File: config.mk
export PLATFORM = sky130hd
export DESIGN_NAME = multicycle_ctrl
export DESIGN_NICKNAME = d
export VERILOG_FILES = /design/src/rtl/multicycle_ctrl_pkg.sv /design/src/rtl/multicycle_ctrl_cond_check.sv /design/src/rtl/multicycle_ctrl.sv
export SDC_FILE = /design/constraint.sdc
export NUM_CORES = 1
export LEC_CHECK = 0
export CAP_MARGIN = 30
export CORE_MARGIN = 2
export CORE_UTILIZATION = 39
export DETAILED_ROUTE_END_ITERATION = 8
export PLACE_DENSITY = 0.76
export SLEW_MARGIN = 20
export SYNTH_ARGS = -nofsm -noshare
export SYNTH_HDL_FRONTEND = slang
export SYNTH_SLANG_ARGS = --single-unit
File: constraint.sdc
create_clock -name clk -period 1.9 [get_ports clk]
set_input_delay 0.38 -clock clk [delete_from_list [all_inputs] [get_ports clk]]
set_output_delay 0.38 -clock clk [all_outputs]
set_load 0.02 [all_outputs]
File: src/rtl/multicycle_ctrl_pkg.sv
// Shared encodings for the multicycle sequencer: state codes, datapath mux selects,
// ALU commands, condition mnemonics and the data-processing command decoder.
package multicycle_ctrl_pkg;

    localparam logic [3:0] StFetch    = 4'd0;
    localparam logic [3:0] StDecode   = 4'd1;
    localparam logic [3:0] StMemAdr   = 4'd2;
    localparam logic [3:0] StMemRead  = 4'd3;
    localparam logic [3:0] StMemWb    = 4'd4;
    localparam logic [3:0] StMemWrite = 4'd5;
    localparam logic [3:0] StExecR    = 4'd6;
    localparam logic [3:0] StExecI    = 4'd7;
    localparam logic [3:0] StAluWb    = 4'd8;
    localparam logic [3:0] StBranch   = 4'd9;

    localparam logic [1:0] OpDp      = 2'b00;
    localparam logic [1:0] OpMem     = 2'b01;
    localparam logic [1:0] OpBranch  = 2'b10;
    localparam logic [1:0] OpIllegal = 2'b11;

    localparam logic       AluSrcAReg  = 1'b0;
    localparam logic       AluSrcAPc   = 1'b1;
    localparam logic [1:0] AluSrcBReg  = 2'b00;
    localparam logic [1:0] AluSrcBImm  = 2'b01;
    localparam logic [1:0] AluSrcBFour = 2'b10;

    localparam logic [1:0] ResAluOut    = 2'b00;
    localparam logic [1:0] ResData      = 2'b01;
    localparam logic [1:0] ResAluResult = 2'b10;

    localparam logic [1:0] AluAdd = 2'b00;
    localparam logic [1:0] AluSub = 2'b01;
    localparam logic [1:0] AluAnd = 2'b10;
    localparam logic [1:0] AluOrr = 2'b11;

    localparam logic [3:0] CmdAdd = 4'b0100;
    localparam logic [3:0] CmdSub = 4'b0010;
    localparam logic [3:0] CmdAnd = 4'b0000;
    localparam logic [3:0] CmdOrr = 4'b1100;

    localparam logic [1:0] FlagWNone = 2'b00;
    localparam logic [1:0] FlagWNz   = 2'b01;
    localparam logic [1:0] FlagWAll  = 2'b11;

    localparam logic [3:0] CondEq = 4'b0000;
    localparam logic [3:0] CondNe = 4'b0001;
    localparam logic [3:0] CondCs = 4'b0010;
    localparam logic [3:0] CondCc = 4'b0011;
    localparam logic [3:0] CondMi = 4'b0100;
    localparam logic [3:0] CondPl = 4'b0101;
    localparam logic [3:0] CondVs = 4'b0110;
    localparam logic [3:0] CondVc = 4'b0111;
    localparam logic [3:0] CondHi = 4'b1000;
    localparam logic [3:0] CondLs = 4'b1001;
    localparam logic [3:0] CondGe = 4'b1010;
    localparam logic [3:0] CondLt = 4'b1011;
    localparam logic [3:0] CondGt = 4'b1100;
    localparam logic [3:0] CondLe = 4'b1101;
    localparam logic [3:0] CondAl = 4'b1110;
    localparam logic [3:0] CondNv = 4'b1111;

    typedef struct packed {
        logic [1:0] alu_ctrl;
        logic [1:0] flag_w;
    } alu_dec_t;

    // Undecoded commands still run the ALU as ADD but never touch the flags.
    function automatic alu_dec_t alu_decode(input logic [3:0] cmd);
        alu_dec_t d;
        case (cmd)
            CmdAdd:  d = '{alu_ctrl: AluAdd, flag_w: FlagWAll};
            CmdSub:  d = '{alu_ctrl: AluSub, flag_w: FlagWAll};
            CmdAnd:  d = '{alu_ctrl: AluAnd, flag_w: FlagWNz};
            CmdOrr:  d = '{alu_ctrl: AluOrr, flag_w: FlagWNz};
            default: d = '{alu_ctrl: AluAdd, flag_w: FlagWNone};
        endcase
        return d;
    endfunction

endpackage

File: src/rtl/multicycle_ctrl_cond_check.sv
// ARM condition-code evaluation against the registered NZCV flags.
module multicycle_ctrl_cond_check
    import multicycle_ctrl_pkg::*;
(
    input  logic [3:0] cond,
    input  logic [3:0] flags,
    output logic       cond_ok
);

    logic n, z, c, v;
    assign {n, z, c, v} = flags;

    always_comb begin
        cond_ok = 1'b0;
        case (cond)
            CondEq: cond_ok = z;
            CondNe: cond_ok = ~z;
            CondCs: cond_ok = c;
            CondCc: cond_ok = ~c;
            CondMi: cond_ok = n;
            CondPl: cond_ok = ~n;
            CondVs: cond_ok = v;
            CondVc: cond_ok = ~v;
            CondHi: cond_ok = c & ~z;
            CondLs: cond_ok = ~c | z;
            CondGe: cond_ok = (n == v);
            CondLt: cond_ok = (n != v);
            CondGt: cond_ok = ~z & (n == v);
            CondLe: cond_ok = z | (n != v);
            CondAl: cond_ok = 1'b1;
            default: cond_ok = 1'b0;
        endcase
    end

endmodule

File: src/rtl/multicycle_ctrl.sv
// Moore FSM sequencing the shared-memory datapath through fetch/decode/execute/memory/writeback;
// owns the NZCV flag register.
module multicycle_ctrl
    import multicycle_ctrl_pkg::*;
#(
    parameter logic [3:0]  PC_REG       = 4'd15,
    parameter int unsigned UNUSED_LATCH = 0
) (
    input  logic       clk,
    input  logic       rst_n,
    input  logic [3:0] cond,
    input  logic [1:0] op,
    input  logic [5:0] funct,
    input  logic [3:0] rd,
    input  logic [3:0] alu_flags,
    input  logic       mem_ready,
    output logic       mem_req,
    output logic       mem_we,
    output logic       adr_src,
    output logic       ir_we,
    output logic       pc_we,
    output logic       reg_we,
    output logic       alu_src_a,
    output logic [1:0] alu_src_b,
    output logic [1:0] result_src,
    output logic [1:0] alu_ctrl,
    output logic [1:0] imm_src,
    output logic [1:0] reg_src,
    output logic [3:0] flags,
    output logic       instr_done,
    output logic       illegal
);

    logic unused_latch;
    assign unused_latch = (UNUSED_LATCH != 0);

    logic [3:0] state_q, state_d;
    logic [3:0] flags_q, flags_d;
    logic       cond_ok;
    logic       wb_to_pc;
    alu_dec_t   alu_dec;
    logic       mem_we_c, ir_we_c, pc_we_c, reg_we_c, done_c, illegal_c;

    multicycle_ctrl_cond_check u_cond_check (
        .cond    (cond),
        .flags   (flags_q),
        .cond_ok (cond_ok)
    );

    assign alu_dec  = alu_decode(funct[4:1]);
    assign wb_to_pc = (rd == PC_REG);

    always_comb begin
        state_d    = state_q;
        flags_d    = flags_q;
        mem_req    = 1'b0;
        mem_we_c   = 1'b0;
        adr_src    = 1'b0;
        ir_we_c    = 1'b0;
        pc_we_c    = 1'b0;
        reg_we_c   = 1'b0;
        done_c     = 1'b0;
        illegal_c  = 1'b0;
        alu_src_a  = AluSrcAReg;
        alu_src_b  = AluSrcBReg;
        result_src = ResAluOut;
        alu_ctrl   = AluAdd;
        case (state_q)
            StFetch: begin
                mem_req    = 1'b1;
                alu_src_a  = AluSrcAPc;
                alu_src_b  = AluSrcBFour;
                result_src = ResAluResult;
                ir_we_c    = mem_ready;
                pc_we_c    = mem_ready;
                if (mem_ready) state_d = StDecode;
            end
            StDecode: begin
                alu_src_a = AluSrcAPc;
                alu_src_b = AluSrcBFour;
                if (!cond_ok || op == OpIllegal) begin
                    done_c    = 1'b1;
                    illegal_c = (op == OpIllegal);
                    state_d   = StFetch;
                end else begin
                    case (op)
                        OpMem:    state_d = StMemAdr;
                        OpDp:     state_d = funct[5] ? StExecI : StExecR;
                        OpBranch: state_d = StBranch;
                        default:  state_d = StFetch;
                    endcase
                end
            end
            StMemAdr: begin
                alu_src_b = AluSrcBImm;
                state_d   = funct[0] ? StMemRead : StMemWrite;
            end
            StMemRead: begin
                mem_req = 1'b1;
                adr_src = 1'b1;
                if (mem_ready) state_d = StMemWb;
            end
            StMemWb: begin
                result_src = ResData;
                pc_we_c    = wb_to_pc;
                reg_we_c   = ~wb_to_pc;
                done_c     = 1'b1;
                state_d    = StFetch;
            end
            StMemWrite: begin
                mem_req  = 1'b1;
                adr_src  = 1'b1;
                mem_we_c = 1'b1;
                if (mem_ready) begin
                    done_c  = 1'b1;
                    state_d = StFetch;
                end
            end
            StExecR, StExecI: begin
                alu_src_b = (state_q == StExecI) ? AluSrcBImm : AluSrcBReg;
                alu_ctrl  = alu_dec.alu_ctrl;
                state_d   = StAluWb;
                // Logical ops leave C and V untouched.
                if (funct[0]) begin
                    case (alu_dec.flag_w)
                        FlagWAll: flags_d = alu_flags;
                        FlagWNz:  flags_d = {alu_flags[3:2], flags_q[1:0]};
                        default:  flags_d = flags_q;
                    endcase
                end
            end
            StAluWb: begin
                result_src = ResAluOut;
                pc_we_c    = wb_to_pc;
                reg_we_c   = ~wb_to_pc;
                done_c     = 1'b1;
                state_d    = StFetch;
            end
            StBranch: begin
                alu_src_b  = AluSrcBImm;
                result_src = ResAluResult;
                pc_we_c    = 1'b1;
                done_c     = 1'b1;
                state_d    = StFetch;
            end
            default: state_d = StFetch;
        endcase
    end

    // Gate strobes with the raw reset so nothing writes while reset is held.
    assign mem_we     = mem_we_c & rst_n;
    assign ir_we      = ir_we_c & rst_n;
    assign pc_we      = pc_we_c & rst_n;
    assign reg_we     = reg_we_c & rst_n;
    assign instr_done = done_c & rst_n;
    assign illegal    = illegal_c & rst_n;

    assign imm_src = op;
    assign reg_src = {(op == OpMem) & ~funct[0], (op == OpBranch)};
    assign flags   = flags_q;

    always_ff @(posedge clk or negedge rst_n) begin
        if (!rst_n) begin
            state_q <= StFetch;
            flags_q <= 4'b0000;
        end else begin
            state_q <= state_d;
            flags_q <= flags_d;
        end
    end

endmodule

==> run_results.csv <==
group,metric,value,unit
sta,relSlewSlack,73.9,%
detailed_routing,wl_per_cell,15.0,µm
detailed_routing,vias,1276,
clock_network,cts_made_buffers,3,
synth,netlist_instances,117,
detailed_routing,wirelength,3.46,mm
power,finalPower,0.00157,W
clock_network,cts_buffer_depth,2,
clock_network,htreeDepth,1,
final_layout,fillCellCount,155,
synth,synth_top_area_share,22.5,%
global_route,grt_max_degree,15,
clock_network,clk_latency,0.25,ns
clock_network,clk_pin_slew_worst_paths,0.05,ns
setup_path,worst-r2r-setup-slack,0.03,ns
detailed_routing,drc,0,
synth,synth_area,888,µm²
synth,synth_ff_type,"dfrtp_1",
setup_path,critPathKind,"reg -> out",
detailed_routing,drtIter0Drc,38,
clock_network,postCtsHoldBufs,0,
setup_path,critPathMaxFanout,4,
setup_path,endpoint_kind,"output port",
placement,hpwl,2.55,mm
synth,ys_warn_count,0,
sta,whs,0.306,ns
sta,setup_ws,-0.344,ns
outcome,violations,"negative setup slack",
worst_hold_path,hp-class,"in -> async",
floorplanning,row_count,17,
sta,rsz0062_at_grt,"true",
clock_network,root_buffer,"clkbuf_4",
sta,fin_crit,2.24,ns
detailed_routing,via_per_inst,5.55,
floorplanning,io_pins,46,
run,drv_cap,0,
setup_path,cp-start-kind,"register",
sta,finClkSkew,0.00117,ns
sta,fin_setup_tns,-0.344,ns
setup_path,arrival,1.86,ns
floorplanning,fp.coreArea,2190,µm²
synth,synth_top_area_cell,"dfrtp_1",
power,leakagePower,0.796,nW
final_layout,drive_above_1_share,47.5,%
floorplanning,die_x,51.7,µm
synth,yosys_register_bits,8,
synth,ys_top_cells_by_area,"dfrtp_1 (23%), mux2_2 (5.1%), nand2_1 (4.6%)",
synth,syn_nets,140,
sta,setup_viol,1,
setup_path,cp.required,1.52,ns
sta,tightest_slew,0.387,ns
global_route,grt_pass1_vias,1228,
placement,dpl-instance-area,1630,µm²
outcome,status,"finished, violations left",
synth,ys_async_sr_fraction,100,%
global_route,antenna_found_initial,0,
floorplanning,start_util,40.5,%
detailed_routing,drtAntennaViolNets,0,
sta,period_share,118,%
floorplanning,dieArea,2680,µm²
final_layout,syn_to_final_growth,95.4,%
global_route,gr-total-overflow,0,
final_layout,antennaDiodeCount,0,
final_layout,final_area,1740,µm²
placement,place.port_buffers,45,
global_route,grt_pass1_wl,5.32,mm
floorplanning,fp.dieH,51.7,µm
synth,ys_types,38,
detailed_routing,firstDrtPassIters,4,
power,p_per_area,904,nW/µm²
sta,slew_viol_final,0,
clock_network,cts_tree,"built",
synth,syn_area_per_cell,7.59,µm²
final_layout,finalNetCount,227,
power,peakVddDrop,0.000630,V
sta,fmax,446,MHz
clock_network,clock_sinks,8,
sta,finalHoldViolations,0,
synth,synth_enable_flop_cells,0,
global_route,grtUsageTotal,26.4,%
synth,ys_seq_area_share,22.5,%
placement,place_congestion,0.919,
==> cells in the mapped netlist, types with 4 or more instances <==
master,count
buf_4,5
nand2_1,11
inv_1,5
nor2b_1,6
nor2_1,11
nor4_1,5
dfrtp_1,8
xnor2_1,4
o21ai_0,6
a21oi_1,7
nor3_1,8
mux2_2,4
==> placed cells by master (no fill, tap or decap), types with 2 or more instances in the layout <==
master,count
nand2b_1,2
dlygate4sd2_1,13
nor2_2,2
xnor2_1,3
clkbuf_2,2
nor2_1,9
buf_2,9
a21oi_2,2
clkdlybuf4s50_1,13
nand3_1,2
buf_6,3
clkbuf_4,3
dlymetal6s2s_1,3
nor3b_1,2
mux2i_1,2
inv_1,4
o21ai_0,5
buf_4,45
nor4_2,4
nand2_1,10
mux2_2,4
o22ai_1,2
a21oi_1,5
nor4b_2,2
o32ai_2,2
dfrtp_2,4
nor3_1,7
nor2b_1,5
dfrtp_1,4
==> cells by family (layout without fill, tap and decap cells) <==
family | after synthesis | after routing | share of synthesized area, %
compound gates | 27 | 27 | 21.3
buf+inv | 12 | 97 | 7.18
mux | 6 | 6 | 7.32
flops | 8 | 8 | 22.5
simple gates | 58 | 58 | 35.8
xor+xnor | 6 | 6 | 5.92
==> state kept, by name, indices dropped and copies added, names as in the netlist <==
register  count
flags         4
state_q       4
==> area by class of cell <==
class	count	area [µm²]	area share [%]
Multi-Input combinational cell	97	736	42.4
Inverter	5	18.8	1.08
Clock buffer	3	22.5	1.30
Tap cell	28	35.0	2.02
Timing Repair Buffer	89	718	41.4
Sequential cell	8	205	11.8
==> where the power goes <==
group | switching (W) | internal (W) | leakage (nW)
logic | 0.000579 | 0.000594 | 0.680
clock network | 0.0000586 | 0.0000723 | 0.0138
registers | 0.0000553 | 0.000208 | 0.103
==> through the flow <==
stage | std cells | setup slack [ns] | util (%)
CTS | 227 | -0.270 | 77.6
global route | 230 | -0.393 | 79.2
finish | 230 | -0.344 | 79.2
global placement | 222 | -0.920 | 74.6
detailed placement | 222 | -1.00 | 74.6
floorplan | 117 | -0.0321 | -
==> path summary, 6_finish.rpt <==
path                            cells after the start                     end                 start
worst max-delay path                                6              instr_done  flags[0]$_DFFE_PN0P_
worst min-delay path                                2  state_q[2]$_DFFE_PN0P_                 rst_n
worst max register to register                      7  state_q[3]$_DFFE_PN0P_  flags[0]$_DFFE_PN0P_
worst min register to register                      2    flags[1]$_DFFE_PN0P_  flags[1]$_DFFE_PN0P_
max in group asynchronous                           2    flags[2]$_DFFE_PN0P_                 rst_n
min in group clk                                    4    flags[1]$_DFFE_PN0P_              funct[4]
==> per-layer routing <==
layer	vias to the layer above	share of wire [%]	GRT usage [%]
li1	598	-	-
met1	599	39	31.3
met2	67	51	49.1
met3	12	6.3	1.44
met4	0	3.1	10.5
met5	-	0	0
==> worst max-delay path, stage by stage (launching register included) <==
cell      delay (ns)
dfrtp_2         0.45
xnor2_2         0.23
o32ai_2         0.11
o311ai_2        0.36
a21boi_1        0.13
o22ai_2         0.19
buf_6           0.14
==> repair_timing <==
item	4_1_cts	5_1_grt
gates resized for setup	89	30
setup buffers	2	3
pin swaps	8	5
gates cloned	0	0
setup endpoints to repair	19	16
Note: power is estimated with default switching activity, not from simulation.
==> edit 1 (same settings) <==
Reset style: synchronous (`rst_n`), changed in one clocked block.
--- a/src/rtl/multicycle_ctrl.sv
+++ b/src/rtl/multicycle_ctrl.sv
@@ -159,7 +159,7 @@
     assign reg_src = {(op == OpMem) & ~funct[0], (op == OpBranch)};
     assign flags   = flags_q;
 
-    always_ff @(posedge clk or negedge rst_n) begin
+    always_ff @(posedge clk) begin
         if (!rst_n) begin
             state_q <= StFetch;
             flags_q <= 4'b0000;
Function: differs if rst_n is asserted again (counterexample within 4 cycles, from zero or initial values and one cycle with rst_n low); with rst_n held inactive, the same outputs for 10 cycles.
==> edit 1 against the unedited design <==
Highest routed layer unchanged. Synthesized area up 12%. Sequential cell count unchanged. Critical path type unchanged. Design area down 1.2%. Worst setup slack better by 0.15 ns. Routed wire length down 2.8%. Critical path depth unchanged. Synthesized cell count up 19%. First-iteration DRC count down 16%. Die area up 11%. Hold slack better by 0.21 ns. The run still ends with setup timing left.
Power is not compared: it rests on default switching activity, and its combinational part moved more than twofold at a synthesized area within 25%.
==> edit 1: results <==
[outcome]
status = finished, violations left
violations = setup timing

[clock_network]
cts_buffer_depth = 2
cts-root-buf = clkbuf_4
cts_max_level = 1
cts_made_buffers = 3
clock_latency_ns = 0.26
clk_pin_slew_ns = 0.06

[timing]
setup_violations = 1
setup_slack_ns = -0.193
tns_ns = -0.193
hold_viol = 0
fin_skew_ns = 0.000735
worst_hold_slack_ns = 0.512
max_slew.worst_pin.slew_ns = 0.327

[hold_path]
worstHoldStart = rst_n
min_to = state_q[1]
hold_class = input pin to register
hold_depth = 3

[final_layout]
layout-drive-gt1-share_pct = 38.3
nets = 234
fillCellCount = 199
diodes = 0

[synthesis]
ys_top_cells_by_count = nor2b_1, nor2_1, o21ai_0
synthArstFlopShare_pct = 0
yosys-top-cells-area = dfxtp_1, nor2b_1, xnor2_1
yosysWarnings = 0
ys_seq_area_share_pct = 16.1
synthCells = 139
syn-num-nets = 162
ys_types = 43

[routing]
postRouteAntennaNets = 0
routed-via-count = 1288
routedWlPerCell_um = 14.1
drt_iter0_markers = 32
drt-pass1-iter-count = 4

[setup_path]
timing.rr.end = flags[0]
worstRegToRegCells = 6
regToRegStartpoint = state_q[3]
cp_max_fo = 7
critPathArrivalTime_ns = 1.71
r2r_slack_ns = 0.16

[global_route]
grt_pass1_vias = 1200
grt_pass1_wl_um = 5220
grt_usage_pct = 23.9
grt_max_degree = 13

[placed_design]
routabilityCongestion = 0.894
hpwlAfterDp_um = 2580
portBuffers = 45

[pwr]
p_leak_nw = 0.793
max-vdd-ir-drop_v = 0.000358
==> edit 1: cell types whose count changed in the layout (fill, tap and decap cells not counted), moves of 4 or more <==
| cell | delta |
|---|---|
| buf_4 | -7 |
| nor2b_1 | +6 |
| dfrtp_1 | -4 |
| mux2_2 | -4 |
| dfrtp_2 | -4 |
| clkbuf_2 | +4 |
| dlygate4sd2_1 | -7 |
==> edit 1: worst max-delay path by stage <==
stage | start | to | slack, ns | depth (start not counted)
floorplan | cond[0] | instr_done | -0.08 | 5
detailed placement | cond[0] | instr_done | -1.09 | 7
finish | flags[0] | instr_done | -0.19 | 6
global route | flags[0] | instr_done | -0.29 | 6
global placement | cond[0] | instr_done | -0.98 | 6
CTS | op[0] | instr_done | -0.27 | 6
==> edit 1: logic make-up after synthesis <==
group / synth area share (%)
XOR/XNOR: 8.79
buffers and inverters: 10.4
multiplexers: 5.03
AND/OR/NAND/NOR: 36.9
flip-flops: 16.1
AO/OA/AOI/OAI: 22.7
==> edit 1: through the flow <==
step | setup slack (ns) | std cells | util (%) | power [W] | area (um2)
2_1_floorplan | -0.0817 | 139 | - | 0.000298 | 997
3_5_place_dp | -1.09 | 235 | 68.4 | 0.000438 | 1680
5_1_grt | -0.286 | 239 | 69.9 | 0.000603 | 1720
6_report | -0.193 | 239 | 69.9 | 0.000565 | 1720
3_3_place_gp | -0.983 | 235 | 68.4 | 0.000431 | 1680
4_1_cts | -0.266 | 239 | 69.4 | 0.000562 | 1700
==> edit 1: layout make-up <==
type / instances / area [um2] / share of cell area (%)
clock buffer: 3 / 22.5 / 1.31
inverter: 4 / 15.0 / 0.875
multi-input combinational: 112 / 792 / 46.2
sequential: 8 / 174 / 10.1
tap: 30 / 37.5 / 2.19
timing repair buffer: 82 / 674 / 39.3
==> edit 1: power breakdown <==
group	internal [W]	leakage (nW)	switching (W)	total [W]
Combinational	0.000137	0.711	0.000121	0.000257
Clock	0.0000726	0.0138	0.0000623	0.000135
Sequential	0.000167	0.0681	0.00000534	0.000172
Total	0.000376	0.793	0.000188	0.000565
==> edit 1: what timing repair did <==
item | 4_1_cts | 5_1_grt
gates resized for setup | 83 | 34
pin swaps | 8 | 6
setup endpoints to repair | 25 | 17
buffers inserted | 1 | 0
==> edit 1: metal layers <==
layer	share of wire, %	track usage [%]	up-vias	wire (um)
met5	0	0	-	0
met4	2.6	5.42	0	88
met3	5.1	5.74	10	170
met2	52	45.8	46	1750
met1	40	26.2	595	1360
li1	-	-	637	-
==> edit 1: critical path, stage by stage, from the launching register on <==
cell and delay, ns:
dfxtp_4 0.40, and4bb_1 0.21, a211oi_2 0.19, a211oi_2 0.11, a311oi_2 0.22, a31o_1 0.21, buf_6 0.12
==> edit 2 (config.mk and constraints unchanged) <==
Without the edit above. `PC_REG`: 4'd15 -> 4'd8.
--- a/src/rtl/multicycle_ctrl.sv
+++ b/src/rtl/multicycle_ctrl.sv
@@ -3,7 +3,7 @@
 module multicycle_ctrl
     import multicycle_ctrl_pkg::*;
 #(
-    parameter logic [3:0]  PC_REG       = 4'd15,
+    parameter logic [3:0]  PC_REG       = 4'd8,
     parameter int unsigned UNUSED_LATCH = 0
 ) (
     input  logic       clk,
Behaviour: not the same (a bounded check fails within 4 cycles, from zero or initial values and one cycle with rst_n low).
==> edit 2 against the unedited design <==
The flow still finishes with violations (setup timing). Synthesized area is 0.42% lower. Design area grew 2.4%. Critical path depth grew 1. Sequential cell count stayed put. Hold slack better by 0.024 ns. Die area shrank 0.39%. Clock skew is 0.0044 ns higher. Combinational power down 4%. Power fell by 3.6%. Routed wire length decreased by 3.6%. Worst setup slack gained 0.081 ns. Critical endpoint unchanged.
==> edit 2: results <==
[clock_network]
cts-root-buf = clkbuf_4
cts_max_level = 1
clk_pin_slew_ns = 0.06
cts_made_buffers = 3

[synthesis]
yosysWarnings = 0
syn-num-nets = 141
synthArstFlopShare_pct = 100
ys_top_cells_by_count = nor2_1, nand2_1, dfrtp_1, nor3_1
yosys-top-cells-area = dfrtp_1, nor2_1, mux2_2
synth_area_per_cell_um2 = 7.50
ys_types = 38
ys_seq_area_share_pct = 22.6

[routing]
routedWlPerCell_um = 14.3
drt_iter0_markers = 10
avgViaCountPerCell = 5.22
drt-pass1-iter-count = 4

[placed_design]
placed_cell_area_mm2 = 0.00166
portBuffers = 45
routabilityCongestion = 0.891
hpwlAfterDp_um = 2510
dpl.cell_count = 225
dp_slack_ns = -1.01

[timing]
setup_violations = 1
setup_slack_ns = -0.263
fin_skew_ns = 0.00555
max_slew.worst_pin.slew_ns = 0.335
tns_ns = -0.263

[hold_path]
hold_class = input pin to asynchronous set/reset pin

[global_route]
grt_overflow = 0
grt_usage_pct = 25.3
grt_pass1_vias = 1194
grt_max_degree = 10
grt_pass1_wl_um = 5040
antenna_found_initial = 0

[pwr]
max-vdd-ir-drop_v = 0.000762
p_leak_nw = 0.780

[setup_path]
critPathArrivalTime_ns = 1.78
crit_family = compound AO/OA/AOI/OAI gates
regToRegStartpoint = flags[0]
cp_max_fo = 4
timing.rr.end = state_q[2]
critPathMaxStageDelay_ns = 0.35
worstRegToRegCells = 6
slowest_stage = o311ai_2
r2r_slack_ns = 0.18

[final_layout]
layout-drive-gt1-share_pct = 44.9
fillCellCount = 147
instances_no_fill = 233
diodes = 0

[outcome]
status = finished, violations left
violations = setup timing
## edit 2: cell count changes in the layout (fill, tap and decap cells not counted), sizes merged, moves of 2 or more
cell           unedited run  this run
clkbuf                    5        10
buf                      57        53
clkdlybuf4s50            13        17
a21oi                     7         4
dlymetal6s2s              3         0
nor2                     11        13
nor4                      5         3
o21ai                     6         8
## edit 2: worst max path at each step
| stage | startpoint | endpoint | slack (ns) |
|---|---|---|---|
| final | cond[2] | instr_done | -0.26 |
| after global routing | flags[0] | instr_done | -0.39 |
| after CTS | flags[0] | instr_done | -0.26 |
| after detailed placement | cond[0] | instr_done | -1.01 |
| after global placement | cond[0] | instr_done | -0.92 |
| after floorplan | cond[3] | instr_done | 0.004 |
## edit 2: what timing repair did
item	in CTS	in global routing
gates resized for setup	76	34
endpoints found under the hold margin	0	0
setup endpoints to repair	22	14
pin swaps	7	8
buffers inserted	1	3
## edit 2: layout make-up
| class | count | area share, % |
|---|---|---|
| Tap cell | 28 | 1.97 |
| Multi-Input combinational cell | 98 | 41.6 |
| Sequential cell | 8 | 11.5 |
| Timing Repair Buffer | 90 | 42.4 |
| Clock buffer | 4 | 1.48 |
| Inverter | 5 | 1.06 |
## edit 2: kinds of logic (layout without fill, tap and decap cells)
kind of cell | Yosys count | in the layout | share of synthesized area [%]
flops | 8 | 8 | 22.6
xor+xnor | 6 | 6 | 5.94
buf+inv | 12 | 99 | 7.07
simple gates | 60 | 60 | 36.2
mux | 6 | 6 | 7.35
compound gates | 26 | 26 | 20.8
## edit 2: power breakdown
| group | internal (W) | total (W) | leakage (nW) | switching, W |
|---|---|---|---|---|
| combinational | 0.000546 | 0.00112 | 0.661 | 0.000571 |
| sequential | 0.000206 | 0.000256 | 0.104 | 0.0000494 |
| clock | 0.0000804 | 0.000139 | 0.0150 | 0.0000584 |
| total | 0.000832 | 0.00151 | 0.780 | 0.000679 |
## edit 2: through the flow
| step | hold WS, ns | utilization (%) | total power, W |
|---|---|---|---|
| global placement | 0.647 | 76.3 | 0.00131 |
| detailed placement | 0.663 | 76.3 | 0.00133 |
| CTS | 0.306 | 78.3 | 0.00143 |
| floorplan | 0.0844 | - | 0.000769 |
| finish | 0.330 | 81.9 | 0.00151 |
| global route | 0.335 | 81.9 | 0.00162 |
## edit 2: metal layers
layer,global-route usage [%],vias up,wire (um)
met1,28.7,566,1410
met2,47.9,38,1720
li1,-,607,-
met4,9.21,0,59
met3,3.16,6,143
met5,0,-,0
